[config.mk]
export PLATFORM = sky130hd
export DESIGN_NAME = algo_2ror1w_rdq
export DESIGN_NICKNAME = d
export VERILOG_FILES = /design/src/rtl/algo_2ror1w_rdq.sv
export SDC_FILE = /design/constraint.sdc
export NUM_CORES = 1
export LEC_CHECK = 0
export BUFFER_PORTS_ARGS = -buffer_cell sky130_fd_sc_hd__buf_4
export CAP_MARGIN = 30
export CORE_MARGIN = 10
export CORE_UTILIZATION = 56
export CTS_CLUSTER_SIZE = 40
export DETAILED_ROUTE_END_ITERATION = 10
export GPL_ROUTABILITY_DRIVEN = 0
export HOLD_SLACK_MARGIN = 0.02
export PLACE_DENSITY = 0.85
export SYNTH_ARGS = -nofsm -noshare
export SYNTH_HDL_FRONTEND = slang
export SYNTH_SLANG_ARGS = --single-unit
[constraint.sdc]
create_clock -name clk -period 6.6 [get_ports clk]
set_clock_uncertainty 0.2 [all_clocks]
set_input_delay 0.33 -clock clk [delete_from_list [all_inputs] [get_ports clk]]
set_output_delay 0.33 -clock clk [all_outputs]
set_load 0.01 [all_outputs]
[src/rtl/algo_2ror1w_rdq.sv]
// Two-lane read response queue in front of a 2ror1w memory: credit-gated request issue,
// in-order response FIFO per port. Optional same-cycle bypass: ALGO_2ROR1W_RDQ_BYPASS_EN.
module algo_2ror1w_rdq #(
  parameter int WIDTH    = 32,
  parameter int BITADDR  = 13,
  parameter int DEPTH    = 4,
  parameter int BITDEPTH = 2
) (
  input  logic                   clk,
  input  logic                   rst,
  input  logic                   mem_ready,
  input  logic [1:0]             cl_read,
  input  logic [2*BITADDR-1:0]   cl_rd_adr,
  output logic [1:0]             cl_rdy,
  output logic [1:0]             read,
  output logic [2*BITADDR-1:0]   rd_adr,
  input  logic [1:0]             rd_vld,
  input  logic [2*WIDTH-1:0]     rd_dout,
  output logic [1:0]             out_vld,
  output logic [2*WIDTH-1:0]     out_dout,
  input  logic [1:0]             out_rdy,
  output logic [1:0]             err
);

  localparam logic [BITDEPTH:0] FULL = (BITDEPTH+1)'(DEPTH);

  for (genvar p = 0; p < 2; p++) begin : g_lane
    logic [BITDEPTH:0]   crd_q, crd_d;
    logic [BITDEPTH:0]   infl_q, infl_d;
    logic [BITDEPTH:0]   cnt_q, cnt_d;
    logic [BITDEPTH-1:0] wr_ptr_q, rd_ptr_q;
    logic [WIDTH-1:0]    mem_q [DEPTH];
    logic                read_q;
    logic [BITADDR-1:0]  adr_q;
    logic                err_q;

    logic             accept, rsp_ok, spurious, full, empty;
    logic             pop, push, drop, bypass, crd_dec;
    logic [WIDTH-1:0] rsp_data;

    assign rsp_data = rd_dout[p*WIDTH +: WIDTH];
    assign full     = (cnt_q == FULL);
    assign empty    = (cnt_q == '0);

    assign cl_rdy[p] = ~rst & mem_ready & (crd_q < FULL);
    assign accept    = cl_read[p] & cl_rdy[p];

    // A response only counts if a request is actually outstanding on this lane.
    assign spurious = rd_vld[p] & (infl_q == '0);
    assign rsp_ok   = rd_vld[p] & (infl_q != '0);

`ifdef ALGO_2ROR1W_RDQ_BYPASS_EN
    assign bypass = rsp_ok & empty & out_rdy[p];
`else
    assign bypass = 1'b0;
`endif

    assign pop     = ~empty & out_rdy[p];
    assign push    = rsp_ok & ~bypass & (~full | pop);
    assign drop    = spurious | (rsp_ok & ~bypass & full & ~pop);
    assign crd_dec = pop | bypass;

    assign out_vld[p]                 = ~empty | bypass;
    assign out_dout[p*WIDTH +: WIDTH] = bypass ? rsp_data : mem_q[rd_ptr_q];
    assign read[p]                    = read_q;
    assign rd_adr[p*BITADDR +: BITADDR] = adr_q;
    assign err[p]                     = err_q;

    // NOTE: every variable gets a default first so these blocks stay purely combinational.
    always_comb begin
      crd_d = crd_q;
      if (accept && !crd_dec)      crd_d = crd_q + 1'b1;
      else if (!accept && crd_dec) crd_d = crd_q - 1'b1;

      infl_d = infl_q;
      if (read_q && !rsp_ok)       infl_d = infl_q + 1'b1;
      else if (!read_q && rsp_ok)  infl_d = infl_q - 1'b1;

      cnt_d = cnt_q;
      if (push && !pop)            cnt_d = cnt_q + 1'b1;
      else if (!push && pop)       cnt_d = cnt_q - 1'b1;
    end

    // NOTE: state uses non-blocking assignments so all registers update from pre-edge values.
    always_ff @(posedge clk) begin
      if (rst) begin
        crd_q    <= '0;
        infl_q   <= '0;
        cnt_q    <= '0;
        wr_ptr_q <= '0;
        rd_ptr_q <= '0;
        read_q   <= 1'b0;
        adr_q    <= '0;
        err_q    <= 1'b0;
      end else begin
        crd_q  <= crd_d;
        infl_q <= infl_d;
        cnt_q  <= cnt_d;
        read_q <= accept;
        if (accept) adr_q    <= cl_rd_adr[p*BITADDR +: BITADDR];
        if (push)   wr_ptr_q <= wr_ptr_q + 1'b1;
        if (pop)    rd_ptr_q <= rd_ptr_q + 1'b1;
        if (drop)   err_q    <= 1'b1;
      end
    end

    // NOTE: storage is not reset; occupancy and pointers alone decide what is valid.
    always_ff @(posedge clk) begin
      if (push) mem_q[wr_ptr_q] <= rsp_data;
    end
  end

endmodule

### Word-level counts from Yosys, hierarchy flattened

Memory sizes are Yosys's and may differ from the RTL's. A register that Yosys moved wholly into a read port is not among the register bits.
Index checks and enable logic that the tools add are counted.

* equal/unequal tests: 2
* reduce and logical (&&, ||, !) cells: 34
* add/subtract/negate cells: 16
* order comparisons: 2
* mux-type cells: 20
* bitwise gates (word level): 28

Operator list (count)
* 3-bit 2-to-1 mux: 12
* 3-bit by 1-bit adder with 3-bit output, second input constant: 6
* 3-bit by 1-bit subtractor with 3-bit output, second input constant: 6
* 1-bit bitwise AND: 17
* 1-bit logical AND: 12
* 3-bit logical NOT: 4
* 2-bit nonzero test: 6
* 1-bit logical NOT: 10
* 2-bit by 1-bit adder with 2-bit output, second input constant: 4
* 2-bit 2-to-1 mux: 4
* 1-bit NOT: 7
* 3-bit == test, second input constant: 2
* 3-bit < comparator, second input constant: 2
* 3-bit nonzero test: 2
* 1-bit 2-to-1 mux: 4
* 1-bit OR: 4

* bits in registers: 56
* memory bits (writable): 256
* memories kept: 2
* word-level logic and storage cells: 120
* input bits: 99

Memory list
* g_lane[0].mem_q: depth 4, bits a word 32, rd ports 1, clocked after memory_dff 1, wr ports 1, RTL line 32 `logic [WIDTH-1:0] mem_q [DEPTH];`
* g_lane[1].mem_q: depth 4, bits a word 32, rd ports 1, clocked after memory_dff 1, wr ports 1, RTL line 32

### Depth between registers and ports, before layout

Gate-level depths: netlist of the first run.

* depth after elaboration: 9
* mapped depth: 10

### Worst setup path before layout of the first run

No wires, ideal clock.

* path type: input port to flip-flop
* from: in rst
* to: reg g_lane[0].crd_q[2]
* arrival time: 2.082 ns
* stages: 10
* setup slack: 4.247 ns
* library setup time: 0.070 ns
* cells stage by stage: buf_6 -> nand4bb_4 -> inv_2 -> buf_6 -> ha_1 -> inv_1 -> fa_1 -> xor2_1 -> or3_1 -> a21oi_1

* word-level cells in the longest chain between the ends: 7

Ends and longest elaborated chain
* start: declaration: RTL line 10 `input logic rst,`
* 1-bit NOT *: RTL line 45 `assign cl_rdy[p] = ~rst & mem_ready & (crd_q < FULL);`
* 1-bit bitwise AND * (2 in series): RTL line 45
* 1-bit bitwise AND *: RTL line 46 `assign accept = cl_read[p] & cl_rdy[p];`
* via g_lane[0].accept: RTL line 37 `logic accept, rsp_ok, spurious, full, empty;`
* 1-bit logical NOT: RTL line 73 `else if (!accept && crd_dec) crd_d = crd_q - 1'b1;`
* 1-bit logical AND: RTL line 73
* 2-bit nonzero test (no line)
* end signal: assignment: RTL line 96 `crd_q <= crd_d;`
* end: declaration: RTL line 28 `logic [BITDEPTH:0] crd_q, crd_d;`

The timed path passes the listed nets; every way through them passes the cells marked *.
A chain may end at the register's enable or synchronous reset.

==> results of run 1 <==
## through the flow
stage | hold slack (ns) | area [um^2] | setup slack [ns] | utilization
5_1_grt | 0.0630 | 15600 | 3.71 | 0.738
4_1_cts | 0.0252 | 15600 | 3.79 | 0.738
6_report | 0.0543 | 15600 | 3.85 | 0.738
3_5_place_dp | 0.241 | 13700 | 3.68 | 0.649
3_3_place_gp | 0.236 | 13700 | 3.75 | 0.649
2_1_floorplan | 0.226 | 12100 | 4.25 | -
## sequential cells by signal (all words and copies together) (netlist names), named ones only
signal	flops
g_lane.infl_q	6
g_lane.adr_q	26
g_lane.mem_q	256
g_lane.cnt_q	6
g_lane.crd_q	6
g_lane.rd_ptr_q	4
g_lane.wr_ptr_q	4
g_lane.read_q	2
g_lane.err_q	2
## layout by cell type (no fill, tap or decap), types with 3 or more instances in the layout
cell	synthesis	layout
or3_1	6	6
nor2_1	24	24
nand2_1	52	52
mux4_1	12	12
ha_1	14	14
xor2_1	16	16
clkinv_1	0	7
clkbuf_16	0	31
nand2b_1	7	7
clkinvlp_4	0	3
dfxtp_2	0	3
edfxtp_1	256	256
clkbuf_1	2	5
dlygate4sd3_1	0	96
mux2i_1	8	8
fa_1	6	6
and2_2	8	8
dfxtp_1	60	57
o21ai_0	8	8
a21oi_1	34	34
mux4_2	52	52
inv_1	14	14
clkinv_2	0	7
buf_4	4	199
## worst min-delay path, cell delays in order
cell and delay [ns]:
buf_4 0.13, o311ai_0 0.11, xor2_1 0.08, nor2_1 0.10
## final cells by class
cell class,count,area [um^2]
Fill cell,1190,5530
Timing Repair Buffer,295,2450
Tap cell,275,344
Multi-Input combinational cell,263,2890
Sequential cell,316,8890
Clock buffer,36,795
Inverter,16,60.1
Clock inverter,19,119
## power by group through the flow
stage | sequential (mW) | combinational [mW] | clock [mW]
floorplan | 2.55 | 1.00 | 0
global placement | 2.58 | 1.53 | 0
detailed placement | 2.59 | 1.55 | 0
CTS | 2.55 | 1.62 | 1.61
global route | 2.58 | 1.74 | 1.70
finish | 2.55 | 1.60 | 1.58
## final timing paths
check                                                      from  depth (start not counted)                         endpoint  slack, ns
worst max-delay path                                   register                          3                     out_dout[40]       3.85
worst min-delay path                                 out_rdy[1]                          4                         register       0.05
worst min register to register  g_lane[1].adr_q[9]$_SDFFE_PP0P_                          2  g_lane[1].adr_q[9]$_SDFFE_PP0P_       0.25
worst max register to register  g_lane[0].cnt_q[0]$_SDFFE_PP0P_                          7  g_lane[0].crd_q[2]$_SDFFE_PP0P_       4.01
## synthesized netlist by cell type (9+ instances only)
cell,instances,area [um^2]
xor2_1,16,140
inv_1,14,52.6
a21oi_1,34,170
dfxtp_1,60,1200
buf_6,11,124
nor2_1,24,90.1
nand2_1,52,195
mux4_2,52,1170
buf_2,9,45.0
edfxtp_1,256,7690
mux4_1,12,315
ha_1,14,175
## kinds of logic after synthesis
kind of cell / Yosys count / synth area share
buffers and inverters: 45 / 0.0230
and+or+nand+nor: 107 / 0.0510
muxes: 74 / 0.132
DFF: 316 / 0.737
xor gates and xnor gates: 16 / 0.0116
AOI/OAI and AO/OA: 46 / 0.0201
adders and majority gates: 20 / 0.0245
## layer usage
metal	track usage	vias up	wire length, um	part of all wire
met5	0	-	0	0
met4	0.0431	0	425	0.017
li1	-	3008	-	-
met1	0.227	3304	10200	0.40
met2	0.312	218	13400	0.52
met3	0.0433	39	1620	0.063
==> flow_metrics.py, run 1 <==
metrics = {
    "critical_path": {
        "start_kind": "register",
        "crit_family": "multiplexers",
        "crit_path_top_delay_cell": "mux4_1",
        "cp-end-kind": "primary output",
        "crit_buf_inv": 2,
        "critPathMaxFanout": 32,
        "critPathMaxStageDelay_ns": 0.67,
        "path_cells": "buf_4 > mux4_1 > buf_4",
        "required_ns": 6.07,
        "crit_top_cell": "buf_4",
        "critPathArrivalTime_ns": 2.22,
        "criticalPathCategory": "register to primary output",
    },
    "cts": {
        "cts_buffers": 30,
        "cts_tree": "built",
        "cts_hold_buf": 96,
        "path_clk_slew_ns": 0.06,
        "cts_resized": 0,
        "htree_levels": 1,
        "cts.path.max_buffers": 3,
        "insertion_delay_ns": 0.54,
        "cts_setup_buffers": 0,
        "cts_root_buf": "clkbuf_16",
        "cts_sinks": 316,
    },
    "detailed_routing": {
        "wl_mm": 25.7,
        "wl_per_cell_um": 21.0,
        "drtAntennaViolNets": 0,
        "viasPerCell": 5.38,
        "dr.pass1.iters": 4,
        "vias": 6569,
        "drc": 0,
        "first_iter_violations": 481,
    },
    "global_routing": {
        "grt_overflow": 0,
        "grtUsageTotal": 0.181,
        "grt_max_degree": 64,
        "grt_antenna_before_repair": 0,
        "grt_pass1_vias": 7078,
        "grt_pass1_wl_mm": 40.6,
    },
    "floorplanning": {
        "initial_core_util": 0.572,
        "design.die.area_um2": 27800,
        "pin_count": 197,
        "fp-row-count": 53,
        "die_w_um": 167,
        "die_height_um": 167,
        "core_um2": 21100,
    },
    "power": {
        "power.share.sequential": 0.445,
        "pwr_density_cell_nw_per_um2": 368,
        "p_leak_nw": 5.58,
        "switchingPower_mw": 1.58,
        "peakVddDrop_mv": 0.331,
        "p_int_mw": 4.15,
        "p_comb_frac": 0.279,
        "p_sw_frac": 0.276,
        "pwr-share-clk": 0.276,
        "finalPower_mw": 5.73,
    },
    "run": {
        "max_cap_violations": 0,
    },
    "final_layout": {
        "diodes": 0,
        "nets": 1041,
        "final_cells": 1220,
        "drive_above_1_share": 0.338,
        "area_delta_synth_final_pct": 29.0,
    },
    "yosys": {
        "yosysSeqAreaShare": 0.737,
        "ys_types": 30,
        "syn-cell-area_um2": 12100,
        "synth_fp_nets": 743,
        "synth_edf_count": 256,
        "synthArstFlopShare": 0,
        "synth_cells": 624,
        "synth_seq_cells": 316,
        "ys.flop_type": "edfxtp_1",
        "avgSynthCellArea_um2": 19.3,
        "ys_warn_count": 0,
    },
    "timing": {
        "fin_crit_sh": 0.416,
        "hold_viol_final": 0,
        "setup_viol": 0,
        "max_freq_ghz": 0.364,
        "period_needed_ns": 2.75,
        "tightest_slew_ns": 0.907,
        "drv_slew": 0,
        "rsz0062_at_grt": "no",
        "fin_setup_tns_ns": 0,
        "maxSlewHeadroom": 0.395,
    },
    "place": {
        "dpl.hpwl_mm": 15.7,
        "dp_cells": 1069,
        "port-buffer-count": 196,
    },
    "hold_path": {
        "hold_class": "primary input to register",
    },
    "status": {
        "status": "finished, final reports clean",
    },
}
Note: power is estimated with default switching activity, not from simulation.
==> inputs of run 2 (changes only) <==
==> constraint.sdc (replaced) <==
create_clock -name clk -period 2.6 [get_ports clk]
set_clock_uncertainty 0.2 [all_clocks]
set_input_delay 0.13 -clock clk [delete_from_list [all_inputs] [get_ports clk]]
set_output_delay 0.13 -clock clk [all_outputs]
set_load 0.01 [all_outputs]
==> run 2 against run 1 <==
Effect of this change: clock power rose to 2.7 times the previous value; power grew to 2.6 times the previous value; die area unchanged; worst hold slack improved by 0.088 ns; flip-flop and latch count did not move; largest cell class unchanged; highest routed layer unchanged.
==> flow_metrics.py, run 2 (synthesis gave the netlist of run 1 again) <==
metrics = {
    "detailed_routing": {
        "drt-met1-wl_mm": 10.9,
        "wl_per_cell_um": 22.7,
        "dr.pass1.iters": 5,
        "drc": 0,
        "highest_layer": "met4",
        "drtAntennaViolNets": 0,
        "first_iter_violations": 428,
        "wl_met2_mm": 16.1,
        "vias": 7101,
        "wl_mm": 29.5,
        "viasPerCell": 5.46,
        "routed-wl-met3_mm": 1.69,
    },
    "critical_path": {
        "cp-end-kind": "register",
        "required_ns": 2.87,
        "critPathArrivalTime_ns": 2.85,
        "critPathMaxFanout": 24,
        "criticalPathCategory": "primary input to register",
        "reg2reg_slack_ns": 0.07,
        "r2r_cells": 7,
        "start_kind": "primary input",
    },
    "run": {
        "max_cap_violations": 0,
    },
    "final_layout": {
        "multi_input_comb_area_um2": 2900,
        "nFillCells": 1070,
        "drive_above_1_share": 0.336,
        "nets": 1118,
        "regMostFlops": "g_lane.mem_q",
        "layout_commonest_cell": "edfxtp_1",
        "area_delta_synth_final_pct": 36.6,
        "layout_common_cells": "256 x edfxtp_1, 210 x buf_4, 151 x dlygate4sd3_1",
        "largestRegisters": "g_lane.mem_q x256, g_lane.adr_q x26",
        "register_area_um2": 8890,
        "largest_register_ffs": 256,
    },
    "cts": {
        "cts_setup_buffers": 0,
        "cts_tree": "built",
        "htree_levels": 1,
        "cts_root_buf": "clkbuf_16",
        "cts.path.max_buffers": 3,
        "insertion_delay_ns": 0.54,
        "path_clk_slew_ns": 0.06,
        "cts_sinks": 316,
        "cts_buffers": 30,
    },
    "hold_path": {
        "hold_depth": 2,
        "hold_class": "primary input to register",
    },
    "global_routing": {
        "grt_overflow": 0,
        "grt_pass1_vias": 7701,
        "grt_max_degree": 41,
        "grtUsageTotal": 0.205,
        "grt_pass1_wl_mm": 45.4,
        "grt_antenna_before_repair": 3,
    },
    "floorplanning": {
        "design.die.area_um2": 27800,
        "die_height_um": 167,
        "fp-row-count": 53,
        "initial_core_util": 0.572,
        "core_um2": 21100,
        "pin_count": 197,
        "die_w_um": 167,
    },
    "timing": {
        "fin_crit_sh": 0.992,
        "maxSlewHeadroom": 0.647,
        "tightest_slew_ns": 0.523,
        "hold_viol_final": 0,
        "max_freq_ghz": 0.388,
        "timing.final.ws_setup_ns": 0.0198,
        "period_needed_ns": 2.58,
        "drv_slew": 0,
        "setup_viol": 0,
    },
    "place": {
        "port-buffer-count": 196,
        "place_ws_ns": 0.199,
        "dpl.hpwl_mm": 16.1,
    },
    "power": {
        "pwr_density_cell_nw_per_um2": 920,
        "finalPower_mw": 15.2,
        "p_leak_nw": 5.99,
        "peakVddDrop_mv": 0.605,
    },
    "status": {
        "status": "finished, final reports clean",
    },
}
==> run 2: routing by layer <==
layer,vias to the layer above,GRT usage
li1,3180,-
met1,3611,0.239
met2,256,0.374
met3,54,0.0362
met4,0,0.0653
met5,-,0
==> run 2: area by class of cell <==
| type | count | area share |
|---|---|---|
| flip-flops and latches | 316 | 0.540 |
| repair buffers | 372 | 0.200 |
| multi-input cells | 263 | 0.176 |
| clock buffers | 44 | 0.0531 |
| well taps | 275 | 0.0209 |
| clock inverters | 11 | 0.00615 |
| inverters | 16 | 0.00365 |
| diodes | 3 | 0.000456 |
==> run 2: worst paths after layout <==
path / start / end
worst min-delay path: rd_dout[55] / g_lane[1].mem_q[1][23]$_DFFE_PP_
worst max-delay path: rst / g_lane[1].adr_q[0]$_SDFFE_PP0P_
worst max register to register: g_lane[1].crd_q[2]$_SDFFE_PP0P_ / g_lane[1].adr_q[0]$_SDFFE_PP0P_
worst min register to register: g_lane[0].err_q$_SDFFE_PP0P_ / g_lane[0].err_q$_SDFFE_PP0P_
==> run 2: through the flow <==
step | hold WS (ns) | util | area, um^2 | setup TNS [ns] | instances
2_1_floorplan | 0.0289 | - | 12100 | 0 | 624
3_3_place_gp | 0.129 | 0.662 | 14000 | 0 | 1091
3_5_place_dp | 0.133 | 0.662 | 14000 | 0 | 1091
4_1_cts | 0.129 | 0.780 | 16500 | 0 | 1298
5_1_grt | 0.136 | 0.781 | 16500 | -0.0315 | 1300
6_report | 0.143 | 0.781 | 16500 | 0 | 1300
==> run 2: worst max-delay path, stage by stage <==
cell and delay [ns]:
dlygate4sd3_1 0.57, buf_6 0.19, nand4bb_4 0.24, inv_2 0.08, buf_6 0.16, nand2_1 0.10, dlygate4sd3_1 0.60, a21oi_2 0.18
dlygate4sd3_1 0.60
==> run 2: power by group <==
part / leakage, nW / internal (mW) / switching, mW
sequential: 2.81 / 6.14 / 0.374
combinational: 2.70 / 2.35 / 2.05
clock: 0.480 / 2.51 / 1.72
==> run 2: what timing repair did <==
action / in CTS / in global routing
resized for setup: 0 / 5
endpoints found under the hold margin: 308 / 0
hold buffers: 152 / 0
endpoints found under the setup margin: 0 / 35
